## src/rtl/arb_pkg.sv

```systemverilog
// Shared types and helpers for the round-robin shared-interface arbiter.
// rr_pick works on a fixed 16-bit view so one function serves every N_REQ.
package arb_pkg;

   localparam int HOLD_MAX_DEF = 16;
   localparam int MAX_REQ      = 16;
   localparam int MAX_ID_W     = 4;

   typedef enum logic [1:0] {
      IDLE    = 2'd0,
      GRANT   = 2'd1,
      RELEASE = 2'd2
   } arb_state_e;

   typedef struct packed {
      logic [MAX_ID_W-1:0] idx;
      logic                found;
   } pick_t;

   // First set bit at or after ptr, wrapping at n_req (not at a power of two).
   function automatic pick_t rr_pick(input logic [MAX_REQ-1:0]  req,
                                     input logic [MAX_ID_W-1:0] ptr,
                                     input int                  n_req);
      pick_t res;
      int    idx;
      res = '0;
      for (int i = 0; i < MAX_REQ; i++) begin
         if (i < n_req) begin
            idx = int'(ptr) + i;
            if (idx >= n_req) idx = idx - n_req;
            if (!res.found && req[idx[MAX_ID_W-1:0]]) begin
               res.idx   = idx[MAX_ID_W-1:0];
               res.found = 1'b1;
            end
         end
      end
      return res;
   endfunction

endpackage

```

## src/rtl/rr_picker.sv

```systemverilog
// Combinational rotate-priority encoder: picks the first requester at or
// after ptr, wrapping past N_REQ-1 back to 0.
module rr_picker
   import arb_pkg::*;
#(
   parameter int N_REQ = 4,
   parameter int ID_W  = $clog2(N_REQ)
) (
   input  logic [N_REQ-1:0] req,
   input  logic [ID_W-1:0]  ptr,
   output logic [ID_W-1:0]  sel,
   output logic             found
);

   logic [MAX_REQ-1:0]  req_ext;
   logic [MAX_ID_W-1:0] ptr_ext;
   logic [MAX_ID_W-1:0] sel_ext;
   pick_t               pick;

   assign req_ext          = MAX_REQ'(req);
   assign ptr_ext          = MAX_ID_W'(ptr);
   assign pick             = rr_pick(req_ext, ptr_ext, N_REQ);
   assign {sel_ext, found} = pick;
   assign sel              = ID_W'(sel_ext);

endmodule

```

## src/rtl/shared_if_arbiter.sv

```systemverilog
// Round-robin owner arbiter for one shared interface: grant held until last,
// request drop or hold limit, with a one-cycle turnaround between owners.
module shared_if_arbiter
   import arb_pkg::*;
#(
   parameter int N_REQ    = 4,
   parameter int HOLD_MAX = HOLD_MAX_DEF,
   parameter int ID_W     = $clog2(N_REQ)
) (
   input  logic                          clk,
   input  logic                          rst,
   input  logic [N_REQ-1:0]              req,
   input  logic                          last,
   output logic [N_REQ-1:0]              gnt,
   output logic [ID_W-1:0]               gnt_id,
   output logic                          gnt_vld,
   output logic                          turnaround,
   output logic                          timeout,
   output logic [$clog2(HOLD_MAX+1)-1:0] hold_cnt
);

   localparam int              HC_W     = $clog2(HOLD_MAX + 1);
   localparam logic [HC_W-1:0] HOLD_LIM = HC_W'(HOLD_MAX);
   localparam logic [ID_W-1:0] LAST_ID  = ID_W'(N_REQ - 1);

   arb_state_e      state, state_nxt;
   logic [ID_W-1:0] rr_ptr, rr_ptr_nxt;
   logic [ID_W-1:0] sel;
   logic            found;

   logic [N_REQ-1:0] gnt_nxt;
   logic [ID_W-1:0]  gnt_id_nxt;
   logic             gnt_vld_nxt;
   logic             turnaround_nxt;
   logic             timeout_nxt;
   logic [HC_W-1:0]  hold_cnt_nxt;

   logic rel_done, rel_drop, rel_limit;

   // Single picker serves both IDLE and RELEASE: both arbitrate from rr_ptr.
   rr_picker #(
      .N_REQ (N_REQ),
      .ID_W  (ID_W)
   ) u_picker (
      .req   (req),
      .ptr   (rr_ptr),
      .sel   (sel),
      .found (found)
   );

   assign rel_done  = last;
   assign rel_drop  = ~req[gnt_id];
   assign rel_limit = (hold_cnt == HOLD_LIM);

   always_comb begin
      state_nxt      = state;
      rr_ptr_nxt     = rr_ptr;
      gnt_nxt        = gnt;
      gnt_id_nxt     = gnt_id;
      gnt_vld_nxt    = gnt_vld;
      turnaround_nxt = 1'b0;
      timeout_nxt    = 1'b0;
      hold_cnt_nxt   = hold_cnt;
      unique case (state)
         IDLE, RELEASE: begin
            gnt_nxt      = '0;
            gnt_vld_nxt  = 1'b0;
            hold_cnt_nxt = '0;
            state_nxt    = IDLE;
            if (found) begin
               state_nxt      = GRANT;
               gnt_nxt[sel]   = 1'b1;
               gnt_id_nxt     = sel;
               gnt_vld_nxt    = 1'b1;
               hold_cnt_nxt   = HC_W'(1);
            end
         end
         GRANT: begin
            if (rel_done || rel_drop || rel_limit) begin
               state_nxt      = RELEASE;
               gnt_nxt        = '0;
               gnt_vld_nxt    = 1'b0;
               hold_cnt_nxt   = '0;
               turnaround_nxt = 1'b1;
               // A limit hit coinciding with last or a drop is an ordinary release.
               timeout_nxt    = ~rel_done & ~rel_drop;
               rr_ptr_nxt     = (gnt_id == LAST_ID) ? '0 : gnt_id + 1'b1;
            end else if (hold_cnt != HOLD_LIM) begin
               hold_cnt_nxt = hold_cnt + 1'b1;
            end
         end
         default: begin
            state_nxt   = IDLE;
            gnt_nxt     = '0;
            gnt_vld_nxt = 1'b0;
         end
      endcase
   end

   always_ff @(posedge clk or posedge rst) begin
      if (rst) begin
         state      <= IDLE;
         rr_ptr     <= '0;
         gnt        <= '0;
         gnt_id     <= '0;
         gnt_vld    <= 1'b0;
         turnaround <= 1'b0;
         timeout    <= 1'b0;
         hold_cnt   <= '0;
      end else begin
         state      <= state_nxt;
         rr_ptr     <= rr_ptr_nxt;
         gnt        <= gnt_nxt;
         gnt_id     <= gnt_id_nxt;
         gnt_vld    <= gnt_vld_nxt;
         turnaround <= turnaround_nxt;
         timeout    <= timeout_nxt;
         hold_cnt   <= hold_cnt_nxt;
      end
   end

endmodule

```

## config.mk

```make
export PLATFORM = sky130hd
export DESIGN_NAME = shared_if_arbiter
export DESIGN_NICKNAME = d
export VERILOG_FILES = /design/src/rtl/arb_pkg.sv /design/src/rtl/rr_picker.sv /design/src/rtl/shared_if_arbiter.sv
export SDC_FILE = /design/constraint.sdc
export NUM_CORES = 1
export LEC_CHECK = 0
export BUFFER_PORTS_ARGS = -buffer_cell sky130_fd_sc_hd__buf_2
export CORE_UTILIZATION = 55
export CTS_CLUSTER_DIAMETER = 80
export DETAILED_ROUTE_END_ITERATION = 8
export HOLD_SLACK_MARGIN = 0.08
export PLACE_DENSITY = 0.78
export SLEW_MARGIN = 40
export SYNTH_ARGS = -nofsm -noshare
export SYNTH_HDL_FRONTEND = slang
export SYNTH_SLANG_ARGS = --single-unit
export TNS_END_PERCENT = 30
```

## constraint.sdc

```tcl
create_clock -name clk -period 2.9 [get_ports clk]
set_clock_uncertainty 0.05 [all_clocks]
set_input_delay 0.29 -clock clk [delete_from_list [all_inputs] [get_ports clk]]
set_output_delay 0.29 -clock clk [all_outputs]
set_load 0.03 [all_outputs]
```

==> load_flow_metrics.sql, run 1 <==
INSERT INTO impl_metrics (metric_group, metric, value, unit) VALUES
('outcome', 'status', 'complete, no violations', ''),
('final_layout', 'drive_above_1_share', '30.1', '%'),
('clocking', 'cts.sinks', '18', ''),
('clocking', 'clock_insertion_delay_at_the_later_pin_of_the_skew_report', '0.30', 'ns'),
('floorplan', 'initial_utilization', '61.1', '%'),
('critical_path', 'path_class', 'reg -> reg', ''),
('sta', 'worst_slack', '0.425', 'ns'),
('placed_design', 'port_buffers', '20', ''),
('critical_path', 'worst-path-max-fanout', '8', ''),
('detailed_routing', 'dr.first_iter.drc_count', '16', ''),
('detailed_routing', 'detail-route-antenna-nets', '0', ''),
('synthesis', 'synth-async-reset-ratio', '100', '%'),
('critical_path', 'cp_launch_type', 'flip-flop', ''),
('floorplan', 'die_width', '49.9', 'um'),
('clocking', 'cts_inserted_buffers', '3', ''),
('sta', 'max_clock_freq', '404', 'MHz'),
('synthesis', 'post_synth_inst_count', '122', ''),
('power', 'vdd.ir_drop.worst', '0.000841', 'V'),
('grt', 'antenna_found_initial', '0', ''),
('synthesis', 'yosysSeqAreaShare', '35.7', '%'),
('worst_hold_path', 'holdCritPathClass', 'in -> reg', ''),
('critical_path', 'worstPathCellList', 'inv_1 -> ha_1 -> mux2_2 -> a22oi_4 -> nand2b_4 -> o21bai_4 -> mux2_4', ''),
('floorplan', 'floorplan.die_area', '2490', 'sq um'),
('grt', 'grt_use_total', '23.5', '%'),
('floorplan', 'top_level_ports', '21', ''),
('sta', 'final_min_period_over_clock_period', '85.3', '%'),
('sta', 'max_slew_margin', '56.8', '%'),
('detailed_routing', 'drc_errors', '0', ''),
('synthesis', 'synth_enable_flop_cells', '0', ''),
('placed_design', 'gp_congestion', '0.849', ''),
('clocking', 'tritoncts', 'done', ''),
('clocking', 'cts_root_buf', 'clkbuf_4', ''),
('synthesis', 'synth_area', '1260', 'sq um'),
('power', 'leak', '0.684', 'nW'),
('final_layout', 'areaGrowthSynthToFinish', '11.6', '%'),
('clocking', 'cts-htree-levels', '1', ''),
('synthesis', 'postSynthRegisterBits', '18', ''),
('final_layout', 'finish.net_count', '158', ''),
('detailed_routing', 'drt_total_wl', '2450', 'um'),
('critical_path', 'crit_family', 'multiplexers', ''),
('floorplan', 'core', '2060', 'sq um'),
('sta', 'timing_max_transition_violations_final', '0', ''),
('detailed_routing', 'post_drt_wl_per_cell', '14.4', 'um'),
('placed_design', 'dp_hpwl', '1890', 'um'),
('grt', 'grt_pass1_vias', '982', ''),
('critical_path', 'worst_ep_arrival_time', '2.62', 'ns'),
('power', 'share_seq_of_total_power', '26.3', '%'),
('clocking', 'post_cts_buffers', '0', ''),
('grt', 'largest_net_degree_at_the_start_of_global_routing', '19', ''),
('detailed_routing', 'detailedRoute.firstPassIterationCount', '4', ''),
('synthesis', 'synth_top_flop_cell', 'dfrtp_1', ''),
('final_layout', 'layout.core_utilization', '68.2', '%'),
('final_layout', 'nFillCells', '172', ''),
('critical_path', 'endpoint_required_time_on_the_critical_path', '3.04', 'ns'),
('detailed_routing', 'routed_vias', '975', ''),
('clocking', 'clock_path_buffers', '2', ''),
('floorplan', 'num_rows', '16', ''),
('detailed_routing', 'detail_routed_via_count_per_cell', '5.74', ''),
('placed_design', 'pre_cts_slack', '0.442', 'ns'),
('sta', 'period_minus_slack', '2.48', 'ns'),
('sta', 'fin_setup_tns', '0', 'ns'),
('synthesis', 'synth_fp_nets', '136', ''),
('placed_design', 'dp_cells', '165', ''),
('critical_path', 'worstSetupEndpointType', 'flip-flop', ''),
('synthesis', 'synth_cell_type_count', '42', ''),
('final_layout', 'antenna-diode-count', '0', ''),
('power', 'power.switching_fraction', '46.9', '%'),
('power', 'pwr-share-clk', '9.6', '%'),
('power', 'p_int', '0.855', 'mW'),
('power', 'p_sw', '0.756', 'mW'),
('critical_path', 'slowest_delay', '0.52', 'ns');
-- placed cells by master, fill, tap and decap left out, drive strengths merged, types with 2 or more instances in the layout --
master / netlist / routed
a21oi: 6 / 6
o21ai: 8 / 8
mux2i: 8 / 8
nand2: 14 / 14
nor3: 3 / 3
inv: 9 / 9
nand3: 2 / 2
buf: 4 / 21
nor2: 6 / 6
clkbuf: 1 / 4
dfrtp: 18 / 18
mux4: 2 / 2
ha: 7 / 7
or3: 2 / 2
nand2b: 3 / 3
o31ai: 4 / 4
mux2: 4 / 4
and2: 2 / 2
a2bb2oi: 2 / 2
-- layer usage --
metal  vias to the layer above  track usage (%)  routed length [um]
met3                         3             6.79                  89
met5                         -                0                   0
met1                       470             29.4                1170
met2                        19             39.4                1170
li1                        483                -                   -
met4                         0             6.19                  20
-- Yosys cell counts (2+ instances only) --
master	n	area, sq um
dfrtp_1	18	450
nand2_1	14	52.6
inv_1	9	33.8
mux2i_1	8	80.1
o21ai_0	8	40.0
ha_1	7	87.6
a21oi_1	6	30.0
nor2_1	5	18.8
o31ai_1	4	30.0
mux2_2	3	33.8
a2bb2oi_1	2	17.5
and2_1	2	12.5
buf_4	2	15.0
buf_6	2	22.5
mux4_2	2	45.0
nand2b_1	2	12.5
nand3_1	2	10.0
nor3_1	2	10.0
-- repair_timing --
item,4_1_cts,5_1_grt
setup endpoints to repair,0,0
hold endpoints to repair,18,0
resized for setup,0,0
hold buffers,1,0
-- power groups by stage --
| stage | sequential (mW) | clock (mW) | combinational (mW) |
|---|---|---|---|
| after floorplan | 0.520 | 0 | 0.760 |
| after global placement | 0.423 | 0 | 0.995 |
| after detailed placement | 0.426 | 0 | 1.03 |
| after CTS | 0.423 | 0.161 | 1.04 |
| after global routing | 0.439 | 0.173 | 1.12 |
| final | 0.423 | 0.155 | 1.03 |
-- sequential cells by signal, summed over array words and instances (netlist names) --
| signal | cells |
|---|---|
| gnt | 4 |
| timeout | 1 |
| turnaround | 1 |
| hold_cnt | 5 |
| gnt_id | 2 |
| rr_ptr | 2 |
| state | 2 |
| gnt_vld | 1 |
-- worst reg2reg max path, stage by stage, from the launching register on --
cell and delay (ns):
dfrtp_1 0.52, inv_1 0.14, ha_1 0.46, mux2_2 0.40, a22oi_4 0.20, nand2b_4 0.07
o21bai_4 0.20, mux2_4 0.32
-- stage by stage --
step	cell area, sq um	hold slack [ns]
after floorplan	1260	0.179
after global placement	1360	0.353
final	1410	0.242
after global routing	1410	0.225
after CTS	1410	0.230
after detailed placement	1360	0.364
-- final cells by class --
type | count | area, sq um | area share (%)
multi-input combinational | 90 | 734 | 52.2
sequential | 18 | 450 | 32.0
timing repair buffer | 22 | 118 | 8.36
clock buffer | 4 | 36.3 | 2.58
inverter | 9 | 33.8 | 2.40
tap | 27 | 33.8 | 2.40
-- logic make-up (layout without fill, tap and decap cells) --
kind of cell	count (synthesis)	count (layout)	share of synthesized area, %
simple gates	38	38	18.3
compound gates	31	31	19.3
flops	18	18	35.7
mux	14	14	13.8
buf+inv	14	35	5.96
fa+ha+maj	7	7	6.95
-- final timing paths --
kind | from | endpoint | depth (start not counted) | slack [ns]
hold / removal | last | state[0] | 3 | 0.24
max in group asynchronous | rst | gnt[2] | 3 | 1.83
setup reg to reg | rr_ptr[1] | gnt_id[1] | 7 | 0.42
min in group asynchronous | rst | state[0] | 3 | 0.56
setup / recovery | rr_ptr[1] | gnt_id[1] | 7 | 0.42
hold reg to reg | gnt[0] | gnt[0] | 2 | 0.43
Power figures use the tool's default switching activity.
==> run 2: changes to the inputs <==
--- a/config.mk
+++ b/config.mk
@@ -6,11 +6,11 @@
 export NUM_CORES = 1
 export LEC_CHECK = 0
 export BUFFER_PORTS_ARGS = -buffer_cell sky130_fd_sc_hd__buf_2
-export CORE_UTILIZATION = 55
+export CORE_UTILIZATION = 40
 export CTS_CLUSTER_DIAMETER = 80
 export DETAILED_ROUTE_END_ITERATION = 8
+export GPL_TIMING_DRIVEN = 0
 export HOLD_SLACK_MARGIN = 0.08
-export PLACE_DENSITY = 0.78
 export SLEW_MARGIN = 40
 export SYNTH_ARGS = -nofsm -noshare
 export SYNTH_HDL_FRONTEND = slang
==> load_flow_metrics.sql, run 2 (synthesized netlist as in run 1, its figures left out) <==
INSERT INTO impl_metrics (metric_group, metric, value, unit) VALUES
('worst_hold_path', 'holdCritStartpoint', 'last', ''),
('power', 'leak', '0.699', 'nW'),
('placed_design', 'gp_congestion', '0.789', ''),
('detailed_routing', 'dr.first_iter.drc_count', '34', ''),
('clocking', 'path_clk_slew', '0.10', 'ns'),
('detailed_routing', 'drt_total_wl', '2490', 'um'),
('critical_path', 'regToRegStartpoint', 'rr_ptr[0]', ''),
('job', 'drv_cap', '0', ''),
('clocking', 'clock_insertion_delay_at_the_later_pin_of_the_skew_report', '0.29', 'ns'),
('grt', 'grt_pass1_vias', '941', ''),
('final_layout', 'antenna-diode-count', '0', ''),
('critical_path', 'worst-r2r-cell-count', '8', ''),
('grt', 'met1_usage', '22.6', '%'),
('final_layout', 'nFillCells', '288', ''),
('clocking', 'cts_inserted_buffers', '3', ''),
('clocking', 'clock_path_buffers', '2', ''),
('critical_path', 'worst-path-max-fanout', '8', ''),
('critical_path', 'reg2reg_slack', '0.37', 'ns'),
('grt', 'largest_net_degree_at_the_start_of_global_routing', '19', ''),
('floorplan', 'floorplan.die_area', '3380', 'sq um'),
('grt', 'grtUsageMet3', '4.91', '%'),
('final_layout', 'final_cells', '190', ''),
('sta', 'fin_setup_tns', '0', 'ns'),
('critical_path', 'cp_launch_type', 'flip-flop', ''),
('final_layout', 'drive_above_1_share', '30.8', '%'),
('floorplan', 'num_rows', '20', ''),
('clocking', 'gates_resized_cts_repair', '0', ''),
('sta', 'max_clock_freq', '396', 'MHz'),
('clocking', 'tritoncts', 'done', ''),
('detailed_routing', 'drc_errors', '0', ''),
('floorplan', 'die_width', '58.1', 'um'),
('clocking', 'cts.sinks', '18', ''),
('detailed_routing', 'detailedRoute.firstPassIterationCount', '4', ''),
('detailed_routing', 'detail-route-antenna-nets', '0', ''),
('floorplan', 'initial_utilization', '41.6', '%'),
('grt', 'groute.layer.met2.usage', '25.6', '%'),
('final_layout', 'mostFrequentLayoutCell', 'buf_2', ''),
('critical_path', 'path_class', 'reg -> reg', ''),
('grt', 'antenna_found_initial', '0', ''),
('grt', 'grt_first_pass_wirelength', '4220', 'um'),
('power', 'vdd.ir_drop.worst', '0.000529', 'V'),
('worst_hold_path', 'min_delay_worst_endpoint', 'state[0]', ''),
('placed_design', 'dp_hpwl', '1920', 'um'),
('power', 'power_density', '1130', 'nW/um^2'),
('final_layout', 'top_register', 'hold_cnt', ''),
('placed_design', 'dp_cells', '185', ''),
('clocking', 'post_cts_buffers', '0', ''),
('floorplan', 'core', '3030', 'sq um'),
('final_layout', 'final_cell_mix', 'buf_2 (19), dfrtp_1 (18), nand2_1 (14)', ''),
('final_layout', 'layout.area.seq', '450', 'sq um'),
('worst_hold_path', 'holdCritPathClass', 'in -> reg', ''),
('sta', 'final_min_period_over_clock_period', '87.1', '%'),
('clocking', 'cts_root_buf', 'clkbuf_4', ''),
('grt', 'grt_use_total', '16.2', '%'),
('sta', 'tightest_slew', '0.659', 'ns'),
('sta', 'period_minus_slack', '2.53', 'ns'),
('worst_hold_path', 'hold_depth', '3', ''),
('critical_path', 'worst_ep_arrival_time', '2.66', 'ns'),
('detailed_routing', 'routed_vias', '994', ''),
('sta', 'setup_violations', '0', ''),
('critical_path', 'endpoint_required_time_on_the_critical_path', '3.04', 'ns'),
('outcome', 'status', 'complete, no violations', ''),
('placed_design', 'port_buffers', '19', ''),
('sta', 'timing_max_transition_violations_final', '0', ''),
('final_layout', 'top_regs', 'hold_cnt (5), gnt (4)', ''),
('clocking', 'hold_buffers', '1', ''),
('critical_path', 'reg2reg_to', 'gnt_id[1]', ''),
('clocking', 'cts-htree-levels', '1', ''),
('floorplan', 'overall_die_height', '58.1', 'um'),
('final_layout', 'largest_register_ffs', '5', ''),
('detailed_routing', 'post_drt_wl_per_cell', '13.1', 'um'),
('sta', 'final_hold_viol_count', '0', ''),
('final_layout', 'areaGrowthSynthToFinish', '15.6', '%'),
('grt', 'grt_most_used_layer', 'met2', ''),
('sta', 'max_slew_margin', '56.0', '%'),
('final_layout', 'finish.net_count', '161', ''),
('detailed_routing', 'detail_routed_via_count_per_cell', '5.23', ''),
('grt', 'grt.overflow.total', '0', ''),
('floorplan', 'top_level_ports', '21', ''),
('sta', 'rsz0062_at_grt', 'false', ''),
('final_layout', 'multi_input_comb_area', '734', 'sq um'),
('critical_path', 'worstSetupEndpointType', 'flip-flop', '');
-- run 2: report_power, final --
part | internal [mW] | switching (mW)
Clock | 0.0764 | 0.0748
Sequential | 0.337 | 0.0849
Combinational | 0.468 | 0.607
-- run 2: critical path, stage by stage, from the launching register on --
cell	delay, ns
dfrtp_1	0.53
inv_1	0.17
ha_1	0.31
buf_4	0.15
mux2_2	0.37
a22oi_4	0.23
nand2b_4	0.07
o21bai_4	0.22
mux2_4	0.32
-- run 2: layout make-up --
class                   count  area share (%)
inverters                   9            2.32
clock buffers               4            2.49
multi-input cells          90            50.4
repair buffers             20            7.22
well taps                  44            3.78
plain buffers               5            2.84
flip-flops and latches     18            30.9
-- run 2: how the worst max path moves through the flow --
stage               startpoint  cells after the start  slack [ns]         to
floorplan            rr_ptr[0]                      8        0.62  gnt_id[1]
global placement     rr_ptr[0]                      8        0.43  gnt_id[1]
detailed placement   rr_ptr[0]                      8        0.40  gnt_id[1]
CTS                  rr_ptr[0]                      8        0.37  gnt_id[1]
global route         rr_ptr[0]                      8        0.29  gnt_id[1]
finish               rr_ptr[0]                      8        0.37  gnt_id[1]
-- run 2: per-layer routing --
| layer | share of wire [%] | vias up | wire length (um) |
|---|---|---|---|
| li1 | - | 490 | - |
| met1 | 49 | 491 | 1210 |
| met2 | 48 | 13 | 1190 |
| met3 | 3.3 | 0 | 82 |
| met4 | 0 | 0 | 0 |
| met5 | 0 | - | 0 |
-- run 2: per-stage QoR --
stage | setup slack, ns | utilization, % | hold WS [ns] | total power, mW | cell area [sq um]
2_1_floorplan | 0.620 | - | 0.179 | 1.28 | 1260
3_3_place_gp | 0.431 | 46.6 | 0.364 | 1.47 | 1410
3_5_place_dp | 0.402 | 46.6 | 0.368 | 1.50 | 1410
4_1_cts | 0.373 | 48.1 | 0.236 | 1.66 | 1460
5_1_grt | 0.292 | 48.1 | 0.232 | 1.78 | 1460
6_report | 0.375 | 48.1 | 0.252 | 1.65 | 1460
